`src/rtl/branch_predictor_bht.sv`:
```
// ============================================================================
//  Module   : branch_predictor_bht
//  Purpose  : Branch history table of saturating counters that supplies the
//             predict_taken hint for conditional branches. The table can be
//             indexed bimodally (PC bits only) or gshare-style (PC bits XOR a
//             global history register). Resolved branches train the table,
//             and mispredicted branches are counted.
//  Ports    : clk, rst_n          - clock, asynchronous active-low reset
//             flush_req           - clear history and re-initialise the table
//             ready               - table initialised, lookups/updates honoured
//             lookup_valid/pc     - lookup request and branch PC
//             predict_taken       - combinational prediction
//             lookup_index        - index used, carried down the pipeline
//             update_valid/index/taken/predicted - resolved branch training
//             mispredict_count    - running count of mispredicted branches
//  Revision : 1.0 - initial release
// ============================================================================
`default_nettype none

module branch_predictor_bht #(
    parameter int XLEN     = 32,
    parameter int ENTRIES  = 64,
    parameter int CTR_BITS = 2,
    parameter int GHR_BITS = 0
) (
    input  logic                        clk,
    input  logic                        rst_n,
    input  logic                        flush_req,
    output logic                        ready,
    input  logic                        lookup_valid,
    input  logic [XLEN-1:0]             lookup_pc,
    output logic                        predict_taken,
    output logic [$clog2(ENTRIES)-1:0]  lookup_index,
    input  logic                        update_valid,
    input  logic [$clog2(ENTRIES)-1:0]  update_index,
    input  logic                        update_taken,
    input  logic                        update_predicted,
    output logic [31:0]                 mispredict_count
);

    localparam int                  c_idx     = $clog2(ENTRIES);
    // Weakly-not-taken: the largest value whose MSB is still clear.
    localparam logic [CTR_BITS-1:0] c_ctr_wnt = CTR_BITS'((1 << (CTR_BITS - 1)) - 1);
    localparam logic [CTR_BITS-1:0] c_ctr_max = '1;
    localparam logic [CTR_BITS-1:0] c_ctr_min = '0;
    localparam logic [c_idx-1:0]    c_last    = c_idx'(ENTRIES - 1);

    typedef enum logic [0:0] {
        ST_INIT = 1'b0,
        ST_RUN  = 1'b1
    } state_t;

    state_t              r_state;
    logic [c_idx-1:0]    r_ptr;
    logic                r_ready;
    logic [31:0]         r_mis_cnt;
    logic [CTR_BITS-1:0] r_ctr [ENTRIES];

    logic [c_idx-1:0]    w_ghr_ext;
    logic                w_upd_en;
    logic                w_mispredict;
    logic [CTR_BITS-1:0] w_ctr_cur;
    logic [CTR_BITS-1:0] w_ctr_next;
    logic                w_unused_pc;

    // A flush drops the training write, but a mispredict seen while ready is
    // still counted so statistics survive pipeline flushes.
    assign w_upd_en     = update_valid & r_ready & ~flush_req;
    assign w_mispredict = update_valid & r_ready & (update_taken ^ update_predicted);

    // ------------------------------------------------------------------------
    // Global history register (absent in bimodal configuration)
    // ------------------------------------------------------------------------
    generate
        if (GHR_BITS > 0) begin : g_ghr
            logic [GHR_BITS-1:0] r_ghr;

            always_ff @(posedge clk or negedge rst_n) begin
                if (!rst_n) begin
                    r_ghr <= '0;
                end else if (flush_req) begin
                    r_ghr <= '0;
                end else if (w_upd_en) begin
                    // Shift left, newest outcome enters at the LSB.
                    r_ghr <= GHR_BITS'({r_ghr, update_taken});
                end
            end

            always_comb begin
                w_ghr_ext                 = '0;
                w_ghr_ext[GHR_BITS-1:0]   = r_ghr;
            end
        end else begin : g_no_ghr
            assign w_ghr_ext = '0;
        end
    endgenerate

    // ------------------------------------------------------------------------
    // Lookup path: word-aligned PC bits hashed with history, zero latency
    // ------------------------------------------------------------------------
    assign lookup_index  = lookup_pc[c_idx+1:2] ^ w_ghr_ext;
    assign predict_taken = r_ready & lookup_valid & r_ctr[lookup_index][CTR_BITS-1];
    assign w_unused_pc   = ^{lookup_pc[XLEN-1:c_idx+2], lookup_pc[1:0]};

    // ------------------------------------------------------------------------
    // Saturating counter next value for the entry being trained
    // ------------------------------------------------------------------------
    assign w_ctr_cur = r_ctr[update_index];

    always_comb begin
        w_ctr_next = w_ctr_cur;
        if (update_taken) begin
            if (w_ctr_cur != c_ctr_max) begin
                w_ctr_next = w_ctr_cur + CTR_BITS'(1);
            end
        end else begin
            if (w_ctr_cur != c_ctr_min) begin
                w_ctr_next = w_ctr_cur - CTR_BITS'(1);
            end
        end
    end

    // ------------------------------------------------------------------------
    // Counter array: RAM-style, no reset. Cleared one entry per cycle by the
    // INIT sweep; otherwise written only by honoured updates. Reads above see
    // the pre-write value, giving read-before-write on same-index collisions.
    // ------------------------------------------------------------------------
    always_ff @(posedge clk) begin
        if (r_state == ST_INIT) begin
            r_ctr[r_ptr] <= c_ctr_wnt;
        end else if (w_upd_en) begin
            r_ctr[update_index] <= w_ctr_next;
        end
    end

    // ------------------------------------------------------------------------
    // Control FSM, sweep pointer, ready flag and mispredict statistics
    // ------------------------------------------------------------------------
    always_ff @(posedge clk or negedge rst_n) begin
        if (!rst_n) begin
            r_state   <= ST_INIT;
            r_ptr     <= '0;
            r_ready   <= 1'b0;
            r_mis_cnt <= '0;
        end else begin
            if (w_mispredict) begin
                r_mis_cnt <= r_mis_cnt + 32'd1;
            end

            if (flush_req) begin
                r_state <= ST_INIT;
                r_ptr   <= '0;
                r_ready <= 1'b0;
            end else begin
                case (r_state)
                    ST_INIT: begin
                        r_ptr <= r_ptr + c_idx'(1);
                        if (r_ptr == c_last) begin
                            r_state <= ST_RUN;
                            r_ready <= 1'b1;
                        end
                    end
                    ST_RUN: begin
                        r_ready <= 1'b1;
                    end
                    default: begin
                        r_state <= ST_INIT;
                        r_ptr   <= '0;
                        r_ready <= 1'b0;
                    end
                endcase
            end
        end
    end

    assign ready            = r_ready;
    assign mispredict_count = r_mis_cnt;

endmodule

`default_nettype wire

```
`config.mk`:
```
export PLATFORM = sky130hd
export DESIGN_NAME = branch_predictor_bht
export DESIGN_NICKNAME = d
export VERILOG_FILES = /design/src/rtl/branch_predictor_bht.sv
export SDC_FILE = /design/constraint.sdc
export NUM_CORES = 1
export LEC_CHECK = 0
export ABC_CLOCK_PERIOD_IN_PS = 9800
export BUFFER_PORTS_ARGS = -buffer_cell sky130_fd_sc_hd__buf_2
export CAP_MARGIN = 25
export CORE_MARGIN = 5
export CORE_UTILIZATION = 25
export CTS_BUF_LIST = sky130_fd_sc_hd__clkbuf_8
export DETAILED_ROUTE_END_ITERATION = 8
export HOLD_SLACK_MARGIN = 0.02
export SETUP_SLACK_MARGIN = 0.05
export SYNTH_ARGS = -nofsm -noshare
export SYNTH_HDL_FRONTEND = slang
export SYNTH_SLANG_ARGS = --single-unit
```
`constraint.sdc`:
```
create_clock -name clk -period 9.8 [get_ports clk]
set_input_delay 0.98 -clock clk [delete_from_list [all_inputs] [get_ports clk]]
set_output_delay 0.98 -clock clk [all_outputs]
set_load 0.005 [all_outputs]
```
* Word-level counts from Yosys, hierarchy flattened *
Memories as Yosys holds them, arrays and structs flattened.
Cells that the tools add are included.

storage, ports and cells
  register bits = 40
  bits in writable memories = 128
  memories kept = 1
  input bits = 45

memories
  name   depth  bits a word  rd ports  clocked after Yosys merged registers in  wr ports  line  text
  r_ctr  64     2            2         0                                        1         57    logic [CTR_BITS-1:0] r_ctr [ENTRIES];

cells by class
  reduce and logical (&&, ||, !) cells = 2
  $add $sub $neg = 4
  eq/ne operators = 4
  bitwise operators = 8
  multiplexer cells = 18

operators by type and width
  cell                                               number
  adder 32 x 1 -> 32 bit (second input constant)     1
  two-way mux 6 bit                                  3
  two-way mux 1 bit                                  10
  two-way mux 2 bit                                  4
  adder 6 x 1 -> 6 bit (second input constant)       1
  equality test 6 bit (second input constant)        1
  AND 1 bit                                          5
  != test 2 bit (second input constant)              2
  != test 3 x 2 -> 1 bit (second input constant)     1
  adder 2 x 1 -> 2 bit (second input constant)       1
  inverter 1 bit                                     2
  case mux 1 bit (2 select lines)                    1
  nonzero test 2 bit                                 1
  OR reduction 2 bit                                 1
  subtractor 2 x 1 -> 2 bit (second input constant)  1
  XOR 1 bit                                          1

* Logic depth before layout (Yosys ltp) *
  depth after elaboration = 7
  depth in mapped cells = 8
  depth with buffers taken out = 7

* Least setup slack after synthesis *
No wires, ideal clock.

  path kind = input to register
  start = in update_index[1]
  end = mem r_ctr[0][0] (data pin)
  stages = 8
  data required time = 9.098 ns
  setup slack = 3.870 ns
  data arrival time = 5.229 ns
  setup time = 0.702 ns
  path buffers = 2
  cells stage by stage = clkbuf_1 clkbuf_1 mux4_2 a22oi_1 a21oi_1 nor4_1 a21oi_1 o21ai_0

between the ends
  word-level cells in the longest chain between the ends = 5
  elaborated cells on any way between the ends = 9
  those cells by class = add/sub: 2; eq/ne: 1; mux: 4; reduce/logical: 1; memory: 1

RTL lines
  element                                                  line      text
  start, declared                                          35        input logic [$clog2(ENTRIES)-1:0] update_index,
  memory (64 x 2 bit) *                                    n/a
  subtractor 2 x 1 -> 2 bit, or another cell as far along  118       w_ctr_next = w_ctr_cur - CTR_BITS'(1);
  two-way mux 2 bit (on tied branches)                     117, 113
  two-way mux 2 bit *                                      112       if (update_taken) begin
  two-way mux 2 bit (no source line) *                     n/a
  end, declared                                            57

Mark *: on every way between the ends. The rest lies on a longest branch, timed or not.

* Worst setup path in the final report *
  start = in lookup_pc[2]
  end = out predict_taken

between the ends
  word-level cells in the longest chain between the ends = 2

RTL lines
  element              line  text
  start, declared      31    input logic [XLEN-1:0] lookup_pc,
  memory (64 x 2 bit)  n/a
  AND 1 bit            102   assign predict_taken = r_ready & lookup_valid & r_ctr[lookup_index][CTR_BITS-1];
  end, declared        32    output logic predict_taken,

No other way between the ends.

==> results.md <==
- Outcome: completed
- Iteration-0 DRC Markers: between 400 and 500
- Worst-path maximum fanout: 17
- Post-CTS Setup Bufs: 0
- DIE WIDTH: approximately 190 µm
- Setup TNS Final: 0 ns
- Top FF cell, synth: edfxtp_1
- Initial Utilization: 0.2526
- Leading cell type in the layout, fill and taps excluded: edfxtp_1
- Crit-path cells: buf_2 -> mux4_2 -> mux4_2 -> mux4_2 -> and3_1 -> buf_2
- Cts bufs inserted: 17
- Routed len/inst: around 18 µm
- Row count: between 60 and 70
- Hold Crit Class: reg -> reg
- Tot GR Track Use: 0.1030
- P per Cell Area: 151.2 nW/µm²
- Least-Margin Pin Slew: just over 0.9 ns
- YS warnings: 0
- Final hold violation count: 0
- Startpoint types: primary input
- Hold slack: about 0.46 ns
- Maximum vdd drop: roughly 62 µV
- Antenna Cells: 0
- Full die area: roughly 35000 µm²
- Required @ worst endpoint: a little under 9 ns
- Vias in the first global route: between 4000 and 5000
- Skew final: about 0.016 ns
- Global-route wire length before repair: roughly 27 mm
- Clk Latency, worst-skew pair: ~0.46 ns
- FFs w/ async S/R, synth: 0.2381
- CP Class: in -> out
- Peak Freq: ~220 MHz
- Pin count of the biggest net entering global routing: slightly below 50
- CP max stage delay: around 0.60 ns
- Setup ws final: 5.335 ns
- H-tree levels: 4
- Worst slack at placement: ~5.3 ns
- GPL Wtd Cong: roughly 0.75
- Area grow syn2layout: 14.02%
- Post-DP HPWL: ~12 mm
- Most frequent cells in the layout: edfxtp_1 (128), nor2_1 (78), buf_2 (58), mux4_2 (53), dfrtp_1 (40)
- Drc violations: 0
- Crit path top cell by count: mux4_2
- Initial antenna violation count: 0
- Layout Nets: ~620
- CP bufs+invs: 2
- Syn Inst Count: roughly 520
- Die H: approximately 190 µm
- Rel. slew slack: 0.3737
- DR vias: 4626
- Yosys cell types: 43
- Hold_buf cts: 0
- Crit path max-delay family: multiplexers
- DRT Wirelength: between 15 and 20 mm
- Root Driver: clkbuf_8
- Critical path endpoint category: output port
- Core area: around 31000 µm²
- TritonCTS clock tree: yes
- Synthesized flop and latch total: ~170
- Post-DRT Antenna Nets: 0
- Slowest stage cell, crit path: mux4_2
- EDFF count, synth: 128
- Reg clk slew, reported paths: ~0.090 ns
- RSZ-0062 raised after global routing: no
- CTS resizes: 0
- Final setup violation count: 0
- Vias per cell: 4.720
- Total power: between 1 and 1.5 mW
- Worst Path Arrival: 3.48 ns
- Congestion Overflow GR: 0
- Fin crit period: 4.465 ns
- First drt pass iteration count: 5
- Share of post-route cells with drive strength above 1: 0.2568
- Max_cap viols: 0
- Mean Syn Cell Area: between 10 and 15 µm²
- CTS Buffer Depth: 2
- Top-Level Pins: 85
- Period utilization: 0.4556
- IO Port Bufs: just under 60
- Clock Sink Count: 168
- Syn Std Cell Area: between 7000 and 8000 µm²
- Syn nets: roughly 570
- Final Max Tran Viols: 0
- Sequential area share after synthesis: 0.6269
- Total leakage power: 3.006 nW
-- metrics by stage --
step	instance area, µm²	util	instances
final	8811	0.2880	980
after global routing	8811	0.2880	980
after CTS	8791	0.2874	979
after detailed placement	8406	0.2748	947
after global placement	8406	0.2748	947
after floorplan	7727	-	519
-- path summary, 6_finish.rpt --
check / startpoint / end / slack [ns] / depth (start not counted)
max in group asynchronous: rst_n / r_state$_DFF_PN0_ / 9.12 / 2
max: lookup_pc[2] / predict_taken / 5.34 / 6
min: mispredict_count[31]$_DFFE_PN0P_ / mispredict_count[31]$_DFFE_PN0P_ / 0.46 / 1
min in group asynchronous: rst_n / mispredict_count[12]$_DFFE_PN0P_ / 0.47 / 2
max reg2reg: r_state$_DFF_PN0_ / r_ctr[18][1]$_DFFE_PP_ / 6.79 / 4
min reg2reg: mispredict_count[31]$_DFFE_PN0P_ / mispredict_count[31]$_DFFE_PN0P_ / 0.46 / 1
-- area by class of cell --
| cell class | instances | area, µm² |
|---|---|---|
| fill | 3130 | 21780 |
| sequential | 168 | 4845 |
| multi-input combinational | 320 | 2745 |
| tap | 396 | 495.5 |
| timing repair buffer | 62 | 332.8 |
| clock buffer | 17 | 234.0 |
| clock inverter | 15 | 151.4 |
| inverter | 2 | 7.507 |
-- per-layer routing --
metal,global-route usage,routed length (µm),share of wire,vias up
met2,0.1745,8921,0.51,143
met5,0,0,0,-
li1,-,-,-,2088
met3,0.02912,1068,0.061,21
met4,0.03352,327,0.019,0
met1,0.1273,7330,0.42,2374
-- sequential cells by signal, indices dropped and copies added (netlist names) --
signal            count
mispredict_count     32
r_ctr               128
r_ptr                 6
r_state               1
ready                 1
-- kinds of logic after synthesis --
| family | synth area share |
|---|---|
| xor+xnor | 0.04080 |
| mux | 0.1613 |
| simple gates | 0.1098 |
| compound gates | 0.03724 |
| buf+inv | 0.02072 |
| flops | 0.6269 |
| fa+ha+maj | 0.003238 |
-- worst register-to-register path, cell delays in order (launching register included) --
cell and delay, ns:
dfrtp_1 0.50, nand4b_1 0.79, o22ai_1 0.63, nand2_1 0.47, nor2_1 0.33
-- synthesized netlist by cell type (3+ instances only) --
master    count  area, µm²
a22oi_1      15      112.6
nand2_1      32      120.1
mux4_2       53       1194
nor2b_1       9      56.30
dfrtp_1      40       1001
nand3_1      17      85.08
nor2_1       78      292.8
and4_1        3      26.28
nand2b_1      7      43.79
nand4_1       9      56.30
clkbuf_1     15      56.30
buf_4         9      67.56
a21oi_1       9      45.04
xor2_1        9      78.83
nand3b_1      3      22.52
mux2i_1       3      30.03
nor3_1        3      15.01
o21ai_0       6      30.03
edfxtp_1    128       3844
or3_1         3      18.77
and3_1        7      43.79
o21a_1        3      22.52
xnor2_1      27      236.5
-- where the power goes --
| group | switching (mW) | internal, mW | leakage, nW | total [mW] |
|---|---|---|---|---|
| Clock | 0.262 | 0.227 | 0.193 | 0.489 |
| Sequential | 0.00396 | 0.762 | 1.72 | 0.766 |
| Combinational | 0.0481 | 0.0287 | 1.09 | 0.0769 |
| Total | 0.314 | 1.02 | 3.01 | 1.33 |
No activity file was read; power rests on OpenSTA's default activity.
